<file path="src/rtl/mult_param_seq_if.sv">
// Operand/result bundle for mult_param_seq.
// The signed_mode signal exists only when MULT_SIGNED_EN is defined.
interface mult_param_seq_if #(
  parameter int WIDTH = 32
);
  logic               start;
  logic [WIDTH-1:0]   a;
  logic [WIDTH-1:0]   b;
`ifdef MULT_SIGNED_EN
  logic               signed_mode;
`endif
  logic               busy;
  logic               done;
  logic [2*WIDTH-1:0] product;

`ifdef MULT_SIGNED_EN
  modport master (output start, a, b, signed_mode, input busy, done, product);
  modport slave  (input start, a, b, signed_mode, output busy, done, product);
`else
  modport master (output start, a, b, input busy, done, product);
  modport slave  (input start, a, b, output busy, done, product);
`endif
endinterface

</file>
<file path="src/rtl/mult_param_seq.sv">
// Sequential multiplier that accumulates one CHUNK x CHUNK partial product per cycle.
// Only the non-zero chunk range is visited. MULT_SIGNED_EN adds two's-complement support.
module mult_param_seq #(
  parameter int WIDTH = 32,
  parameter int CHUNK = 8
) (
  input  logic            clk,
  input  logic            reset,
  mult_param_seq_if.slave bus
);
  localparam int N     = WIDTH / CHUNK;
  localparam int IDX_W = (N > 1) ? $clog2(N) : 1;

  typedef enum logic {IDLE, CALC} state_t;

  state_t             state;
  state_t             state_next;
  logic [WIDTH-1:0]   a_reg;
  logic [WIDTH-1:0]   b_reg;
  logic [WIDTH-1:0]   a_mag;
  logic [WIDTH-1:0]   b_mag;
  logic [IDX_W-1:0]   i_cnt;
  logic [IDX_W-1:0]   j_cnt;
  logic [IDX_W-1:0]   i_last;
  logic [IDX_W-1:0]   j_last;
  logic [2*CHUNK-1:0] pp;
  logic [2*WIDTH-1:0] term;
  logic [2*WIDTH-1:0] sum;
  logic [2*WIDTH-1:0] final_value;
  logic [2*WIDTH-1:0] product_reg;
  logic               done_reg;
  logic               accept;
  logic               last_pair;

  // Index of the highest non-zero chunk, or 0 when the operand is zero.
  function automatic logic [IDX_W-1:0] top_chunk(input logic [WIDTH-1:0] v);
    top_chunk = '0;
    for (int k = 1; k < N; k++) begin
      if (v[k*CHUNK +: CHUNK] != '0) top_chunk = IDX_W'(k);
    end
  endfunction

`ifdef MULT_SIGNED_EN
  logic negate;

  // Magnitudes are unsigned, so the most-negative value maps to 2**(WIDTH-1) cleanly.
  assign a_mag       = (bus.signed_mode && bus.a[WIDTH-1]) ? -bus.a : bus.a;
  assign b_mag       = (bus.signed_mode && bus.b[WIDTH-1]) ? -bus.b : bus.b;
  assign final_value = negate ? -sum : sum;
`else
  assign a_mag       = bus.a;
  assign b_mag       = bus.b;
  assign final_value = sum;
`endif

  assign accept    = (state == IDLE) && bus.start;
  assign last_pair = (state == CALC) && (i_cnt == i_last) && (j_cnt == j_last);

  assign pp   = {{CHUNK{1'b0}}, a_reg[int'(i_cnt)*CHUNK +: CHUNK]} *
                {{CHUNK{1'b0}}, b_reg[int'(j_cnt)*CHUNK +: CHUNK]};
  assign term = {{(2*WIDTH-2*CHUNK){1'b0}}, pp} << ((int'(i_cnt) + int'(j_cnt)) * CHUNK);
  assign sum  = product_reg + term;

  always_ff @(posedge clk or negedge reset) begin
    if (!reset) state <= IDLE;
    else        state <= state_next;
  end

  always_comb begin
    state_next = state;
    case (state)
      IDLE:    if (bus.start) state_next = CALC;
      CALC:    if (last_pair) state_next = IDLE;
      default: state_next = IDLE;
    endcase
  end

  // done is cleared by default so it only ever pulses for a single cycle.
  always_ff @(posedge clk or negedge reset) begin
    if (!reset) begin
      a_reg       <= '0;
      b_reg       <= '0;
      i_cnt       <= '0;
      j_cnt       <= '0;
      i_last      <= '0;
      j_last      <= '0;
      product_reg <= '0;
      done_reg    <= 1'b0;
`ifdef MULT_SIGNED_EN
      negate      <= 1'b0;
`endif
    end else begin
      done_reg <= 1'b0;
      if (accept) begin
        a_reg       <= a_mag;
        b_reg       <= b_mag;
        i_last      <= top_chunk(a_mag);
        j_last      <= top_chunk(b_mag);
        i_cnt       <= '0;
        j_cnt       <= '0;
        product_reg <= '0;
`ifdef MULT_SIGNED_EN
        negate      <= bus.signed_mode && (bus.a[WIDTH-1] ^ bus.b[WIDTH-1]);
`endif
      end else if (state == CALC) begin
        if (last_pair) begin
          product_reg <= final_value;
          done_reg    <= 1'b1;
          i_cnt       <= '0;
          j_cnt       <= '0;
        end else begin
          product_reg <= sum;
          if (j_cnt == j_last) begin
            j_cnt <= '0;
            i_cnt <= i_cnt + 1'b1;
          end else begin
            j_cnt <= j_cnt + 1'b1;
          end
        end
      end
    end
  end

  assign bus.busy    = (state == CALC);
  assign bus.done    = done_reg;
  assign bus.product = product_reg;
endmodule

</file>
<file path="src/flat_wrapper.sv">
// flat-port wrapper written by rule: the top's interface ports become plain ports
module mult_param_seq_flat 
#(
  parameter int WIDTH = 32,
  parameter int CHUNK = 8
)
  (clk, reset, bus_start, bus_a, bus_b, bus_busy, bus_done, bus_product);
  mult_param_seq_if #(.WIDTH(WIDTH)) bus_i ();
  input  logic clk;
  input  logic reset;
  input wire logic [$bits(bus_i.start)-1:0] bus_start;
  input wire logic [$bits(bus_i.a)-1:0] bus_a;
  input wire logic [$bits(bus_i.b)-1:0] bus_b;
  output wire logic [$bits(bus_i.busy)-1:0] bus_busy;
  output wire logic [$bits(bus_i.done)-1:0] bus_done;
  output wire logic [$bits(bus_i.product)-1:0] bus_product;
  assign bus_i.start = bus_start;
  assign bus_i.a = bus_a;
  assign bus_i.b = bus_b;
  assign bus_busy = bus_i.busy;
  assign bus_done = bus_i.done;
  assign bus_product = bus_i.product;
  mult_param_seq #(.WIDTH(WIDTH), .CHUNK(CHUNK)) u_core (.clk(clk), .reset(reset), .bus(bus_i));
endmodule
</file>
<file path="config.mk">
export PLATFORM = sky130hd
export DESIGN_NAME = mult_param_seq_flat
export DESIGN_NICKNAME = d
export VERILOG_FILES = /design/src/rtl/mult_param_seq_if.sv /design/src/rtl/mult_param_seq.sv /design/src/flat_wrapper.sv
export SDC_FILE = /design/constraint.sdc
export NUM_CORES = 1
export LEC_CHECK = 0
export CORE_UTILIZATION = 40
export DETAILED_ROUTE_END_ITERATION = 8
export SLEW_MARGIN = 10
export SYNTH_ARGS = -nofsm -noshare
export SYNTH_HDL_FRONTEND = slang
export SYNTH_SLANG_ARGS = --single-unit
</file>
<file path="constraint.sdc">
create_clock -name clk -period 17 [get_ports clk]
set_input_delay 5.1 -clock clk [delete_from_list [all_inputs] [get_ports clk]]
set_output_delay 5.1 -clock clk [all_outputs]
set_load 0.01 [all_outputs]
</file>
---- Yosys cells after proc, flatten, opt, wreduce, memory -nomap -nowiden ----
Cells that the tools add are included.
operators by class
  $add $sub $neg .......................... 4
  $mul .................................... 1
  eq/ne operators ......................... 2
  shifts and indexed selects .............. 3
  muxes and demuxes ....................... 22
  bitwise logic cells ..................... 1
  reductions and logical operators ........ 12
operators by type and width
  kind                                          count
  two-way mux 64 bit                            2
  adder 64 bit                                  1
  variable part select 32 x 6 -> 8 bit          2
  left shift 16 x 32 -> 64 bit                  1
  nonzero test 8 bit                            6
  two-way mux 2 bit                             12
  multiplier 8 x 8 -> 16 bit                    1
  two-way mux 1 bit                             7
  adder 2 x 1 -> 2 bit (second input constant)  2
  equality test 2 bit                           2
  adder 2 x 2 -> 3 bit                          1
  logical AND 1 bit                             3
  nonzero test 3 bit                            1
  case mux 1 bit (2 select lines)               1
  AND reduction 2 bit                           1
  nonzero test 2 bit                            1
  inverter 1 bit                                1
storage, ports and cells
  register bits ........................... 138
  bits of input ports ..................... 67
  output and inout bits ................... 66
  logic and storage cells ................. 54

---- Depth between registers and ports, before layout ----
  depth in word-level cells ............... 6
  depth in mapped cells ................... 32

---- Worst setup path before layout ----
OpenSTA, ideal clock, no wires.
  path kind ............................... reg-to-reg
  start point ............................. register u_core.i_cnt[0]
  end point ............................... register u_core.product_reg[57], in the netlist u_core.bus.product[57]
  arrival ................................. 8.228 ns
  required time ........................... 16.931 ns
  setup slack ............................. 8.703 ns
  stages on the path, launching flop included .. 31
  period minus slack after synthesis ...... 8.297 ns
  path through ............................ dfrtp_1 -> clkbuf_1 -> mux4_2 -> and2_1 -> fa_1 -> fa_1 -> fa_1 -> inv_1 -> fa_1 -> inv_1 -> ha_1 -> or3_1 -> o21ai_0 -> a211oi_1 -> nor2_1 -> a21oi_1 -> or2_2 -> and2_1 -> a22oi_1 -> nor2_1 -> ha_1 -> and3_1 -> nand2_1 -> nor3_1 -> nand3_1 -> o21a_1 -> o31a_1 -> o31a_1 -> o31a_1 -> or4b_1 -> nand3_1
on the way
  word-level cells in the longest chain between the ends .. 6
  elaborated cells on any way between the ends .. 7
  those cells by class .................... add/sub: 2; mul: 1; shift: 2; mux: 2
ends and longest elaborated chain
  item                                  line                   source
  from (decl)                           mult_param_seq.sv:22   logic [IDX_W-1:0] i_cnt;
  from (signal assigned)                mult_param_seq.sv:115  i_cnt <= i_cnt + 1'b1;
  variable part select 32 x 6 -> 8 bit  mult_param_seq.sv:59   assign pp = {{CHUNK{1'b0}}, a_reg[int'(i_cnt)*CHUNK +: CHUNK]} *
  multiplier 8 x 8 -> 16 bit            mult_param_seq.sv:59
  left shift 16 x 32 -> 64 bit *        mult_param_seq.sv:61   assign term = {{(2*WIDTH-2*CHUNK){1'b0}}, pp} << ((int'(i_cnt) + int'(j_cnt)) * CHUNK);
  adder 64 bit *                        mult_param_seq.sv:62   assign sum = product_reg + term;
  two-way mux 64 bit *                  mult_param_seq.sv:105  end else if (state == CALC) begin
  two-way mux 64 bit *                  mult_param_seq.sv:94   if (accept) begin
  to (signal assigned)                  mult_param_seq.sv:107  product_reg <= final_value;
  to (signal assigned)                  mult_param_seq.sv:112  product_reg <= sum;
  to (decl)                             mult_param_seq.sv:30   logic [2*WIDTH-1:0] product_reg;
Mark *: on every way between the ends. The rest lies on a longest branch, timed or not. The select of a mux whose other input is x is not followed.
A chain may end at the register's enable or synchronous reset.

---- Worst setup path in the final report ----
  start point ............................. register u_core.j_cnt[0]
  end point ............................... register u_core.product_reg[57], in the netlist u_core.bus.product[57]
on the way
  word-level cells in the longest chain between the ends .. 6
  elaborated cells on any way between the ends .. 7
  those cells by class .................... add/sub: 2; mul: 1; shift: 2; mux: 2
ends and longest elaborated chain
  item                                  line                   source
  from (decl)                           mult_param_seq.sv:23   logic [IDX_W-1:0] j_cnt;
  from (signal assigned)                mult_param_seq.sv:117  j_cnt <= j_cnt + 1'b1;
  variable part select 32 x 6 -> 8 bit  mult_param_seq.sv:60   {{CHUNK{1'b0}}, b_reg[int'(j_cnt)*CHUNK +: CHUNK]};
  multiplier 8 x 8 -> 16 bit            mult_param_seq.sv:59
  left shift 16 x 32 -> 64 bit *        mult_param_seq.sv:61
  adder 64 bit *                        mult_param_seq.sv:62
  two-way mux 64 bit *                  mult_param_seq.sv:105
  two-way mux 64 bit *                  mult_param_seq.sv:94
Marked as above.

==> flow_summary.toml <==
[clocking]
postCtsHoldBufs = 0
cts_resized = 0
cts_setup_buffers = 0
clkLatencyLatePin_ns = 0.44
cts.reportedPaths.clkPinSlew_ns = 0.07
cts-root-buf = "clkbuf_16"
clock_sinks = 138
cts_inserted_buffers = 17
htreeDepth = 4
cts_tree = "yes"
cts_buffer_depth = 2

[global_routing]
grt_usage_pct = 23.9
grt_pass1_vias = 10200
grt_max_degree = 87
antenna_found_initial = 0
grtUsageMet1_pct = 37.3
grt_first_pass_wirelength_um = 56800
grt_overflow_total = 0
grt_use_met3_pct = 3.26
busiest_layer = "met1"
met2_usage_pct = 34.9

[worst_setup_path]
cp_slowest_cell = "dfrtp_1"
r2r_slack_ns = 7.67
endpoint = "u_core.bus.product[57]"
cp_slowest_stage_delay_ns = 0.79
r2r-start = "u_core.j_cnt[0]"
crit_type = "register to register"
critPathLaunch = "u_core.j_cnt[0]"
path_delay_family = "adder cells"
crit_path_start_kind = "register"
cp_num_buf_inv = 2
reg2reg_depth = 29
cp.depth = 29
crit_path_end_kind = "register"
crit_top_cell = "fa_1"
arrival_ns = 9.70
critical_path_required_ns = 17.37
crit_path_max_fanout = 14
timing.rr.end = "u_core.bus.product[57]"

[logic_synthesis]
yosysUniqueCellTypes = 65
synthXorXnorAreaFrac_pct = 5.30
yosysSeqAreaShare_pct = 29.2
ys.flop_type = "dfrtp_1"
synth-edff-count = 0
ys_async_sr_fraction_pct = 100
synth_fa_ha_area_share_pct = 17.0
syn_inst = 1398
synthMuxAreaShare_pct = 3.13
synth_warnings = 0
synth_compound_area_share_pct = 19.7
synth_nets = 1603
syn_area_um2 = 11800
synth_top_family_by_area = "simple AND/OR/NAND/NOR gates"
syn_area_per_cell_um2 = 8.46
synth-simple-area-share_pct = 21.1
synth-seq-cells = 138

[finish]
final_nets = 1689
fillerInstances = 2727
fin_area_um2 = 14000
syn_to_final_growth_pct = 18.5
drive_gt1_share_pct = 4.41
num_antenna_cells = 0
largest_reg_flops = 64

[sta]
rsz0062_at_grt = "false"
min_period_ns = 9.33
finalHoldViolations = 0
fin_tns_setup_ns = 0
finClkSkew_ns = 0.0208
fin_crit_sh_pct = 54.9
fmax_ghz = 0.107
drv_slew = 0
tightestPinTransition_ns = 0.964
setup_viol_count_final = 0
slew-limit-headroom_pct = 35.6

[placed_design]
io_buffer_count = 132
gp_congestion = 0.902
dp.final_hpwl_um = 26900
dpl-instance-area_um2 = 13400

[floorplan]
die_width_um = 174
initial_core_util_pct = 40.9
die_y_um = 174
rows = 62
dieArea_um2 = 30300
core_um2 = 28900
ios = 133

[drt]
wire_per_inst_um = 18.8
dr_total_vias = 10700
drt_iter0_markers = 895
route.detailed.drc = 0
wirelength_um = 35400
antenna_left = 0
viasPerCell = 5.67
drt_first_pass_iters = 7

[status]
outcome = "completed"

[hold_path]
hp-class = "register to register"

[run]
drv_cap = 0
## layout make-up
type	count	area, um2	area share (%)
clock buffers	17	425	3.03
clock inverters	15	166	1.19
inverters	72	270	1.93
multi-input cells	1117	7860	56.0
flip-flops and latches	138	3450	24.6
well taps	384	480	3.43
repair buffers	138	1370	9.75
## worst min-delay path by stage
stage / startpoint / endpoint / cells after the start
2_1_floorplan: u_core.a_reg[16] / u_core.a_reg[16] / 2
3_3_place_gp: u_core.a_reg[17] / u_core.a_reg[17] / 2
3_5_place_dp: u_core.a_reg[17] / u_core.a_reg[17] / 2
4_1_cts: u_core.a_reg[17] / u_core.a_reg[17] / 2
5_1_grt: u_core.b_reg[24] / u_core.b_reg[24] / 2
6_report: u_core.a_reg[17] / u_core.a_reg[17] / 2
## cells in the final DEF, fill, tap and decap left out, types with 4 or more instances in the layout
cell             instances
a21oi_1                 95
o31ai_1                  5
a211oi_1                 6
or3_1                    8
clkbuf_16               17
a31oi_1                 13
xor2_1                  25
fa_1                    38
o21a_1                   8
o21bai_1                11
a211o_1                  4
o21ai_0                 50
clkdlybuf4s50_1        131
and3_1                  12
a22o_1                  58
a21o_1                  32
o22ai_1                  7
mux4_2                  16
inv_8                    6
ha_1                   100
xnor2_1                 44
o211ai_1                 7
nor3_1                  23
nor2b_1                 14
nand4_1                 18
nand2b_1                 6
dfrtp_1                137
and2_1                  56
inv_1                   71
a32o_1                   8
nor2_1                  87
nor4_1                  14
inv_6                    4
buf_4                    6
o221ai_1                 4
nand3_1                 27
nand2_1                274
## synthesized netlist by cell type (12+ instances only)
library cell / number / area [um2]
nand4_1: 18 / 113
nand3_1: 27 / 135
dfrtp_1: 138 / 3450
a22o_1: 58 / 508
and3_1: 12 / 75.1
nand2_1: 274 / 1030
a21oi_1: 95 / 475
a31oi_1: 13 / 81.3
nor2b_1: 15 / 93.8
ha_1: 100 / 1250
fa_1: 38 / 761
xnor2_1: 44 / 385
nor4_1: 14 / 87.6
nor2_1: 88 / 330
and2_1: 56 / 350
a21o_1: 32 / 240
clkbuf_1: 59 / 221
nor3_1: 23 / 115
inv_1: 71 / 267
xor2_1: 25 / 219
mux4_2: 16 / 360
o21ai_0: 50 / 250
## cell families after synthesis
logic type	after synthesis
DFF	138
and+or+nand+nor	551
AOI/OAI and AO/OA	341
muxes	17
xor gates and xnor gates	70
buffers and inverters	143
adders and majority gates	138
## per-stage QoR
| stage | setup WS (ns) | std cells | util, % | hold slack (ns) |
|---|---|---|---|---|
| 3_3_place_gp | 7.77 | 1849 | 46.4 | 0.454 |
| 3_5_place_dp | 7.56 | 1849 | 46.4 | 0.460 |
| 4_1_cts | 7.49 | 1881 | 48.4 | 0.477 |
| 2_1_floorplan | 8.70 | 1398 | - | 0.440 |
| 5_1_grt | 7.11 | 1881 | 48.5 | 0.491 |
| 6_report | 7.67 | 1881 | 48.5 | 0.473 |
## worst min-delay path, cell delays in order, from the launching register on
cell and delay [ns]:
dfrtp_1 0.34, nand2_1 0.05, nand2_1 0.05
## layer usage
layer  wire (um)  part of all wire [%]
met5           0                     0
met4         345                  0.97
met3        1750                   4.9
met2       15200                    43
met1       18100                    51
Power is not shown: default switching activity piles up to over one toggle a cycle in this logic, so the estimate is an artifact.
